==> src/rtl/fetch_buf_rv.sv <==
// Instruction-fetch front end: sequential prefetch into a show-ahead circular buffer,
// credit-limited LLI request issue, and redirect flush with a one-cycle acknowledge.
module fetch_buf_rv #(
    parameter int unsigned       ADDR_W     = 30,
    parameter int unsigned       DATA_W     = 32,
    parameter int unsigned       DEPTH      = 4,
    parameter logic [ADDR_W-1:0] START_ADDR = '0
) (
    input  logic                     clk_i,
    input  logic                     rst_ni,
    // LLI instruction-memory port
    output logic                     lli_re_o,
    output logic [ADDR_W-1:0]        lli_adr_o,
    input  logic [DATA_W-1:0]        lli_dat_i,
    input  logic                     lli_busy_i,
    output logic                     lli_cc_invalidate_o,
    // decode side
    output logic [DATA_W-1:0]        word_o,
    output logic [ADDR_W-1:0]        next_ip_o,
    output logic                     valid_o,
    input  logic                     ready_i,
    // core control
    input  logic                     fence_i_i,
    input  logic                     jump_valid_i,
    input  logic [ADDR_W-1:0]        jump_dst_i,
    output logic                     jump_ready_o,
    output logic [$clog2(DEPTH):0]   level_o
);

    localparam int unsigned PtrW = $clog2(DEPTH);
    localparam int unsigned CntW = PtrW + 1;
    localparam logic [CntW-1:0] DepthC = CntW'(DEPTH);

    logic                run_q;
    logic [ADDR_W-1:0]   fetch_addr_q, fetch_addr_d;
    logic                pend_q, pend_d;
    logic [ADDR_W-1:0]   pend_addr_q, pend_addr_d;
    logic [PtrW-1:0]     rd_ptr_q, rd_ptr_d;
    logic [PtrW-1:0]     wr_ptr_q, wr_ptr_d;
    logic [CntW-1:0]     count_q, count_d;
    logic                jr_q, jr_d;

    logic [DATA_W-1:0]   mem_data_q [DEPTH];
    logic [ADDR_W-1:0]   mem_nip_q  [DEPTH];

    logic jump_pend, req_acc, rsp, jump_acc, push, pop, credit;

    // Handshake decode; run_q holds off issue until the first edge after reset release
    always_comb begin
        jump_pend = run_q & jump_valid_i & ~jr_q;
        credit    = (count_q + CntW'(pend_q)) < DepthC;
        lli_re_o  = run_q & ~jump_pend & credit;
        req_acc   = lli_re_o & ~lli_busy_i;
        rsp       = pend_q & ~lli_busy_i;
        jump_acc  = jump_pend & ~lli_busy_i;
        // a response landing in the redirect-accept cycle belongs to the old stream
        push      = rsp & ~jump_acc;
        valid_o   = (count_q != '0);
        pop       = valid_o & ready_i;
    end

    // Next-state for fetch address, outstanding request and buffer bookkeeping
    always_comb begin
        fetch_addr_d = fetch_addr_q;
        pend_d       = pend_q;
        pend_addr_d  = pend_addr_q;
        rd_ptr_d     = rd_ptr_q;
        wr_ptr_d     = wr_ptr_q;
        count_d      = count_q;
        jr_d         = jump_acc;
        if (jump_acc) begin
            fetch_addr_d = jump_dst_i;
            pend_d       = 1'b0;
            rd_ptr_d     = '0;
            wr_ptr_d     = '0;
            count_d      = '0;
        end else begin
            if (req_acc) begin
                pend_d       = 1'b1;
                pend_addr_d  = fetch_addr_q;
                fetch_addr_d = fetch_addr_q + ADDR_W'(1);
            end else if (rsp) begin
                pend_d = 1'b0;
            end
            if (push) begin
                wr_ptr_d = wr_ptr_q + PtrW'(1);
            end
            if (pop) begin
                rd_ptr_d = rd_ptr_q + PtrW'(1);
            end
            count_d = count_q + CntW'(push) - CntW'(pop);
        end
    end

    // Control state register
    always_ff @(posedge clk_i or negedge rst_ni) begin
        if (!rst_ni) begin
            run_q        <= 1'b0;
            fetch_addr_q <= START_ADDR;
            pend_q       <= 1'b0;
            pend_addr_q  <= '0;
            rd_ptr_q     <= '0;
            wr_ptr_q     <= '0;
            count_q      <= '0;
            jr_q         <= 1'b0;
        end else begin
            run_q        <= 1'b1;
            fetch_addr_q <= fetch_addr_d;
            pend_q       <= pend_d;
            pend_addr_q  <= pend_addr_d;
            rd_ptr_q     <= rd_ptr_d;
            wr_ptr_q     <= wr_ptr_d;
            count_q      <= count_d;
            jr_q         <= jr_d;
        end
    end

    // Buffer storage; contents are don't-care while the slot is unoccupied
    always_ff @(posedge clk_i) begin
        if (push) begin
            mem_data_q[wr_ptr_q] <= lli_dat_i;
            mem_nip_q[wr_ptr_q]  <= pend_addr_q + ADDR_W'(1);
        end
    end

    // Outputs; head entry is masked to zero while empty
    always_comb begin
        lli_adr_o           = fetch_addr_q;
        lli_cc_invalidate_o = fence_i_i;
        jump_ready_o        = jr_q;
        level_o             = count_q;
        word_o              = valid_o ? mem_data_q[rd_ptr_q] : '0;
        next_ip_o           = valid_o ? mem_nip_q[rd_ptr_q] : '0;
    end

endmodule
==> config.mk <==
export PLATFORM = sky130hd
export DESIGN_NAME = fetch_buf_rv
export DESIGN_NICKNAME = d
export VERILOG_FILES = /design/src/rtl/fetch_buf_rv.sv
export SDC_FILE = /design/constraint.sdc
export NUM_CORES = 1
export LEC_CHECK = 0
export CAP_MARGIN = 20
export CORE_ASPECT_RATIO = 1.4
export CORE_UTILIZATION = 43
export DETAILED_ROUTE_END_ITERATION = 10
export GPL_TIMING_DRIVEN = 0
export PLACE_DENSITY = 0.7
export SETUP_SLACK_MARGIN = 0.1
export SLEW_MARGIN = 25
export SYNTH_ARGS = -nofsm -noshare
export SYNTH_HDL_FRONTEND = slang
export SYNTH_SLANG_ARGS = --single-unit
==> constraint.sdc <==
create_clock -name clk_i -period 2.7 [get_ports clk_i]
set_clock_uncertainty 0.1 [all_clocks]
set_input_delay 0.405 -clock clk_i [delete_from_list [all_inputs] [get_ports clk_i]]
set_output_delay 0.405 -clock clk_i [all_outputs]
set_load 0.01 [all_outputs]
Yosys cells after proc, flatten, opt, wreduce, memory -nomap -nowiden. Memory sizes are Yosys's and may differ from the RTL's. Cells that the tools add are included.

Muxes and demuxes: 14. Reductions and logical operators: 6. Bitwise operators: 13. Magnitude comparators: 1. Add/sub/neg operators: 7.

Operators by type and width (count): two-way mux 30 bit (3); adder 30 x 1 -> 30 bit, second input constant (2); two-way mux 32 bit (1); AND 1 bit (9); two-way mux 2 bit (4); adder 3 x 1 -> 3 bit (2); nonzero test 2 bit (3); nonzero test 3 bit (2); two-way mux 1 bit (5); adder 2 x 1 -> 2 bit, second input constant (2); inverter 1 bit (4); less-than comparator 3 bit, second input constant (1); two-way mux 3 bit (1); subtractor 3 x 1 -> 3 bit (1); AND reduction 2 bit (1).

Memories: 2. Output and inout bits: 99. Logic and storage cells: 51. Bits in writable memories: 248. Register bits after elaboration: 70.

Memories: mem_data_q (depth 4, bits a word 32, read ports 1, clocked after Yosys merged registers in 0, write ports 1, line 43) `logic [DATA_W-1:0] mem_data_q [DEPTH];`; mem_nip_q (depth 4, bits a word 30, read ports 1, clocked after Yosys merged registers in 0, write ports 1, line 44) `logic [ADDR_W-1:0] mem_nip_q [DEPTH];`.

Logic depth before layout (Yosys ltp).
Depth in word-level cells: 8. Mapped depth: 11. Mapped depth without buffers: 11.

Worst setup path before layout. OpenSTA, ideal clock, no wires.

Path kind: register to register. Start: register jr_q (netlist: jump_ready_o). End: memory mem_data_q[0][0], enable pin. Cell stages (with the launch flop): 4. Arrival: 2.267 ns. Clock period less this slack: 2.794 ns. Path slack: -0.094 ns. Data required time: 2.173 ns. Buffers on the path: 0. Cell sequence: dfrtp_1 nand3b_1 and3_1 and2_1.

Cells in the longest elaborated chain, start to end: 7.

Ends and longest elaborated chain: from (decl) (line 41) `logic jr_q, jr_d;`; from (signal assigned) (line 114) `jr_q <= jr_d;`; inverter 1 bit (line 50) `jump_pend = run_q & jump_valid_i & ~jr_q;`; AND 1 bit (line 50); AND 1 bit (line 55) `jump_acc = jump_pend & ~lli_busy_i;`; inverter 1 bit (no line); AND 1 bit (line 57) `push = rsp & ~jump_acc;`; two-way mux 1 bit (line 120) `if (push) begin`; two-way mux 1 bit (not written as such) (line 121) `mem_data_q[wr_ptr_q] <= lli_dat_i;`; to (decl) (line 43).

Every way passes these cells.

Worst setup path in the final report.
Start: register rd_ptr_q[0]. End: output next_ip_o[9].

Cells in the longest elaborated chain, start to end: 2.

Ends and longest elaborated chain: from (decl) (line 38) `logic [PtrW-1:0] rd_ptr_q, rd_ptr_d;`; from (signal assigned) (line 111) `rd_ptr_q <= rd_ptr_d;`; memory (4 x 30 bit); two-way mux 30 bit (line 133) `next_ip_o = valid_o ? mem_nip_q[rd_ptr_q] : '0;`; to (decl) (line 19) `output logic [ADDR_W-1:0] next_ip_o,`.

Every way passes these cells.

==> Flow_metrics.wiki <==
{| class="wikitable"
! Metric !! Value
|-
| TritonRoute pass-1 iters || 4
|-
| Most common flop cell mapped by yosys || sky130_fd_sc_hd__edfxtp_1
|-
| # nets final || 1202
|-
| Number of cells on the worst reg-to-reg path || 11
|-
| Period utilisation layout || 1.01
|-
| Max-slew violations || 0
|-
| Wire length of the first global-routing pass || 48900 um
|-
| Aggregate routed wire length || 31800 um
|-
| Endpoints failing hold || 0
|-
| Clk network pwr share || 0.230
|-
| Number of buffers inserted during clock tree synthesis || 29
|-
| Post-synth EDFFs || 248
|-
| Post-layout total power || 0.0179 W
|-
| Top Ports || 167
|-
| Total track usage || 0.206
|-
| Detailed placer's ending HPWL || 20600 um
|-
| Most used cells in the layout excluding fill and tap cells || sky130_fd_sc_hd__edfxtp_1, sky130_fd_sc_hd__nand2_1, sky130_fd_sc_hd__clkdlybuf4s50_1
|-
| Clock transition time at the flip-flop clock pins of the worst setup and hold paths || 0.07 ns
|-
| Synthesized-area fraction occupied by ao, oa, aoi and oai cells || 0.0426
|-
| Largest area contributor in the synthesized netlist || sky130_fd_sc_hd__edfxtp_1
|-
| Highest net fanout along the worst path || 8
|-
| Delay of the slowest critical-path stage || 0.50 ns
|-
| Total negative slack for setup checks || -0.0194 ns
|-
| WP depth || 6
|-
| Share of final-layout standard cells stronger than drive strength 1 || 0.289
|-
| Switching Power || 0.00537 W
|-
| Number of antenna diodes || 0
|-
| Cell breakdown of the critical path || buf_12 > buf_12 > buf_12 > mux4_2 > and2_1 > buf_2
|-
| Failing checks || negative setup slack
|-
| Synthesized-area fraction occupied by xor and xnor cells || 0.0210
|-
| Combined area of all synthesized cells || 0.0134 mm^2
|-
| Final hold slack || 0.186 ns
|-
| Total of buffers placed on input and output ports || 165
|-
| Buf/Inv on CP || 4
|-
| Power per unit of standard cell area || 1020 mW/mm^2
|-
| Worst Path Arrival || 2.21 ns
|-
| Final weighted congestion in routability-driven placement || 0.890
|-
| Routed WL per cell || 20.7 um
|-
| Layout Cells excl Fill || 1537
|-
| Number of levels in the clock H-tree || 1
|-
| Post-Syn Nets || 958
|-
| Sw Share || 0.301
|-
| Sequential fraction of the synthesis area || 0.688
|-
| Cell area after placement || 0.0156 mm^2
|-
| Result of the run || finished, violations left
|-
| Class of the tightest hold or removal check || in2async
|-
| DRC errors left || 0
|-
| Count of cell types in the netlist || 47
|-
| Die Area || 0.0318 mm^2
|-
| Adder-Cell Fraction of Synth Area || 0.00899
|-
| Slew at the pin with the worst max-slew slack || 0.822 ns
|-
| Final critical-path required period || 2.72 ns
|-
| Vias per inst || 5.42
|-
| Per-instance average area after synthesis || 15.2 um^2
|-
| Kind of cell adding the most delay to the critical path || buffers and inverters
|-
| Post-route cell area || 0.0175 mm^2
|-
| Nature of the critical path endpoint || output port
|-
| Setup-failing EPs final || 2
|-
| Main combinational cell family by area after synthesis || simple AND/OR/NAND/NOR gates
|-
| Gate count of the mapped netlist || 881
|-
| Area inside the core boundary || 0.0307 mm^2
|-
| Power share of the combinational group || 0.397
|-
| Antenna violations before repair || 0
|-
| Total gr overflow || 0
|-
| Area overhead of the layout relative to synthesis || 30.8%
|-
| Category of the worst setup path launch point || register
|-
| Max frequency || 368 MHz
|-
| Iter 0 DRT Violations || 364
|-
| Setup ws final || -0.0186 ns
|-
| Number of standard-cell rows in the floorplan || 76
|-
| Post-synthesis register bit count || 318
|-
| Part of the total power dissipated in sequential elements || 0.373
|-
| Initial core utilization || 0.435
|-
| Crit-path most repeated cell || sky130_fd_sc_hd__buf_12
|-
| Post-DRT Antenna Nets || 0
|-
| Horiz. Die Dim || 151 um
|-
| Basic-gate share of the synthesized area counting and, or, nand and nor cells || 0.115
|-
| TritonCTS clock tree || done
|-
| Die outline height || 211 um
|-
| Async set-reset flop share out of synthesis || 0.220
|-
| Number of cells in the design after placement || 1441
|-
| Clock latency at the later pin of the worst-skew pair || 0.55 ns
|-
| Top-area cell type share of the netlist area || 0.557
|-
| Sink Count || 318
|-
| Number of buffers on the longest clock path || 3
|-
| Data required time of the critical path || 2.19 ns
|-
| RSZ-0062 raised after global routing || true
|-
| Cell internal power dissipation || 0.0125 W
|-
| Cell types with the largest area share after synthesis || sky130_fd_sc_hd__edfxtp_1, sky130_fd_sc_hd__dfrtp_1, sky130_fd_sc_hd__mux4_2
|-
| Synth warn || 0
|-
| Fraction of synthesized area in multiplexers || 0.104
|-
| Worst-path cell with the longest stage delay || sky130_fd_sc_hd__dfrtp_4
|-
| Number of global-route vias before repair || 8732
|-
| Via count || 8335
|-
| Leakage component of the power || 6.37 nW
|-
| Largest net degree at the start of global routing || 51
|-
| CTS Root Buffer Type || sky130_fd_sc_hd__clkbuf_16
|-
| Commonest non-fill, non-tap cell in the layout || sky130_fd_sc_hd__edfxtp_1
|-
| Start-to-end type of the worst setup path || reg2out
|-
| Headroom to the max-slew limit || 0.447
|-
| Worst IR Drop VDD || 0.000599 V
|-
| MaxCap Viol Count || 0
|}
[registers in the layout, summed over array words and instances (netlist names)]
| register | flops |
|---|---|
| mem_nip_q | 120 |
| wr_ptr_q | 2 |
| rd_ptr_q | 2 |
| mem_data_q | 128 |
| pend_q | 1 |
| pend_addr_q | 30 |
| level_o | 3 |
| jump_ready_o | 1 |
| run_q | 1 |
| lli_adr_o | 30 |
[metal layers]
layer	share of wire	vias up	track usage
met5	0	-	0
met4	0.037	0	0.0924
met3	0.053	66	0.0287
met2	0.52	282	0.360
met1	0.39	4165	0.252
li1	-	3822	-
[metrics by stage]
stage | util | setup slack [ns]
finish | 0.569 | -0.0186
floorplan | - | 0.119
detailed placement | 0.509 | -0.848
global route | 0.569 | -0.0837
global placement | 0.505 | -1.62
CTS | 0.561 | -0.0600
[cells by family (layout without fill, tap and decap cells)]
family                   Yosys count  after routing
AND/OR/NAND/NOR                  306            307
adder cells (fa/ha/maj)            9              9
multiplexers                      62             62
other                              1              1
flip-flops                       318            318
XOR/XNOR                          32             32
AO/OA/AOI/OAI                     86             86
buffers and inverters             67            332
[power groups by stage]
stage,sequential [W],clock (W),combinational [W]
after floorplan,0.00662,0,0.00300
after detailed placement,0.00670,0,0.00565
after CTS,0.00667,0.00418,0.00673
after global placement,0.00669,0,0.00555
after global routing,0.00675,0.00436,0.00767
final,0.00668,0.00411,0.00710
[synthesized netlist by cell type, types with 3 or more instances]
cell type / instances
sky130_fd_sc_hd__edfxtp_1: 248
sky130_fd_sc_hd__nand2_1: 121
sky130_fd_sc_hd__dfrtp_1: 70
sky130_fd_sc_hd__and2_1: 69
sky130_fd_sc_hd__mux4_2: 62
sky130_fd_sc_hd__clkbuf_1: 32
sky130_fd_sc_hd__o21ai_0: 30
sky130_fd_sc_hd__nand3_1: 28
sky130_fd_sc_hd__inv_1: 24
sky130_fd_sc_hd__nor2_1: 23
sky130_fd_sc_hd__xnor2_1: 18
sky130_fd_sc_hd__nand4_1: 17
sky130_fd_sc_hd__xor2_1: 14
sky130_fd_sc_hd__nor3_1: 13
sky130_fd_sc_hd__a21oi_1: 12
sky130_fd_sc_hd__and3_1: 9
sky130_fd_sc_hd__o211ai_1: 9
sky130_fd_sc_hd__ha_1: 8
sky130_fd_sc_hd__or4_1: 8
sky130_fd_sc_hd__nor4_1: 6
sky130_fd_sc_hd__a22oi_1: 5
sky130_fd_sc_hd__a2bb2oi_1: 5
sky130_fd_sc_hd__buf_2: 5
sky130_fd_sc_hd__o311ai_0: 5
sky130_fd_sc_hd__o31a_1: 5
sky130_fd_sc_hd__buf_1: 4
sky130_fd_sc_hd__a211oi_1: 3
sky130_fd_sc_hd__and4_1: 3
sky130_fd_sc_hd__or3_1: 3
[path summary, 6_finish.rpt]
path	start	end	slack [ns]
setup / recovery	rd_ptr_q[0]	next_ip_o[9]	-0.02
hold / removal	rst_ni	lli_adr_o[25]	0.19
setup reg to reg	level_o[1]	level_o[2]	0.15
hold reg to reg	pend_addr_q[19]	pend_addr_q[19]	0.43
max in group asynchronous	rst_ni	level_o[1]	1.73
min in group clk_i	jump_dst_i[29]	lli_adr_o[29]	0.32
[layout make-up]
type	instances	area (um^2)
multi-input cells	497	4180
flip-flops and latches	318	9210
well taps	390	488
clock buffers	33	741
fillers	2495	13200
clock inverters	20	205
repair buffers	215	2250
plain buffers	39	317
inverters	25	97.6
[timing repair]
item                                   CTS  global route
buffers inserted                        34             8
cloned                                   5             0
endpoints found under the hold margin   55             0
hold buffers                             1             0
setup endpoints to repair              137           125
gates resized for setup                407            69
pin swaps                               60            16
(Power assumes the default switching activity.)
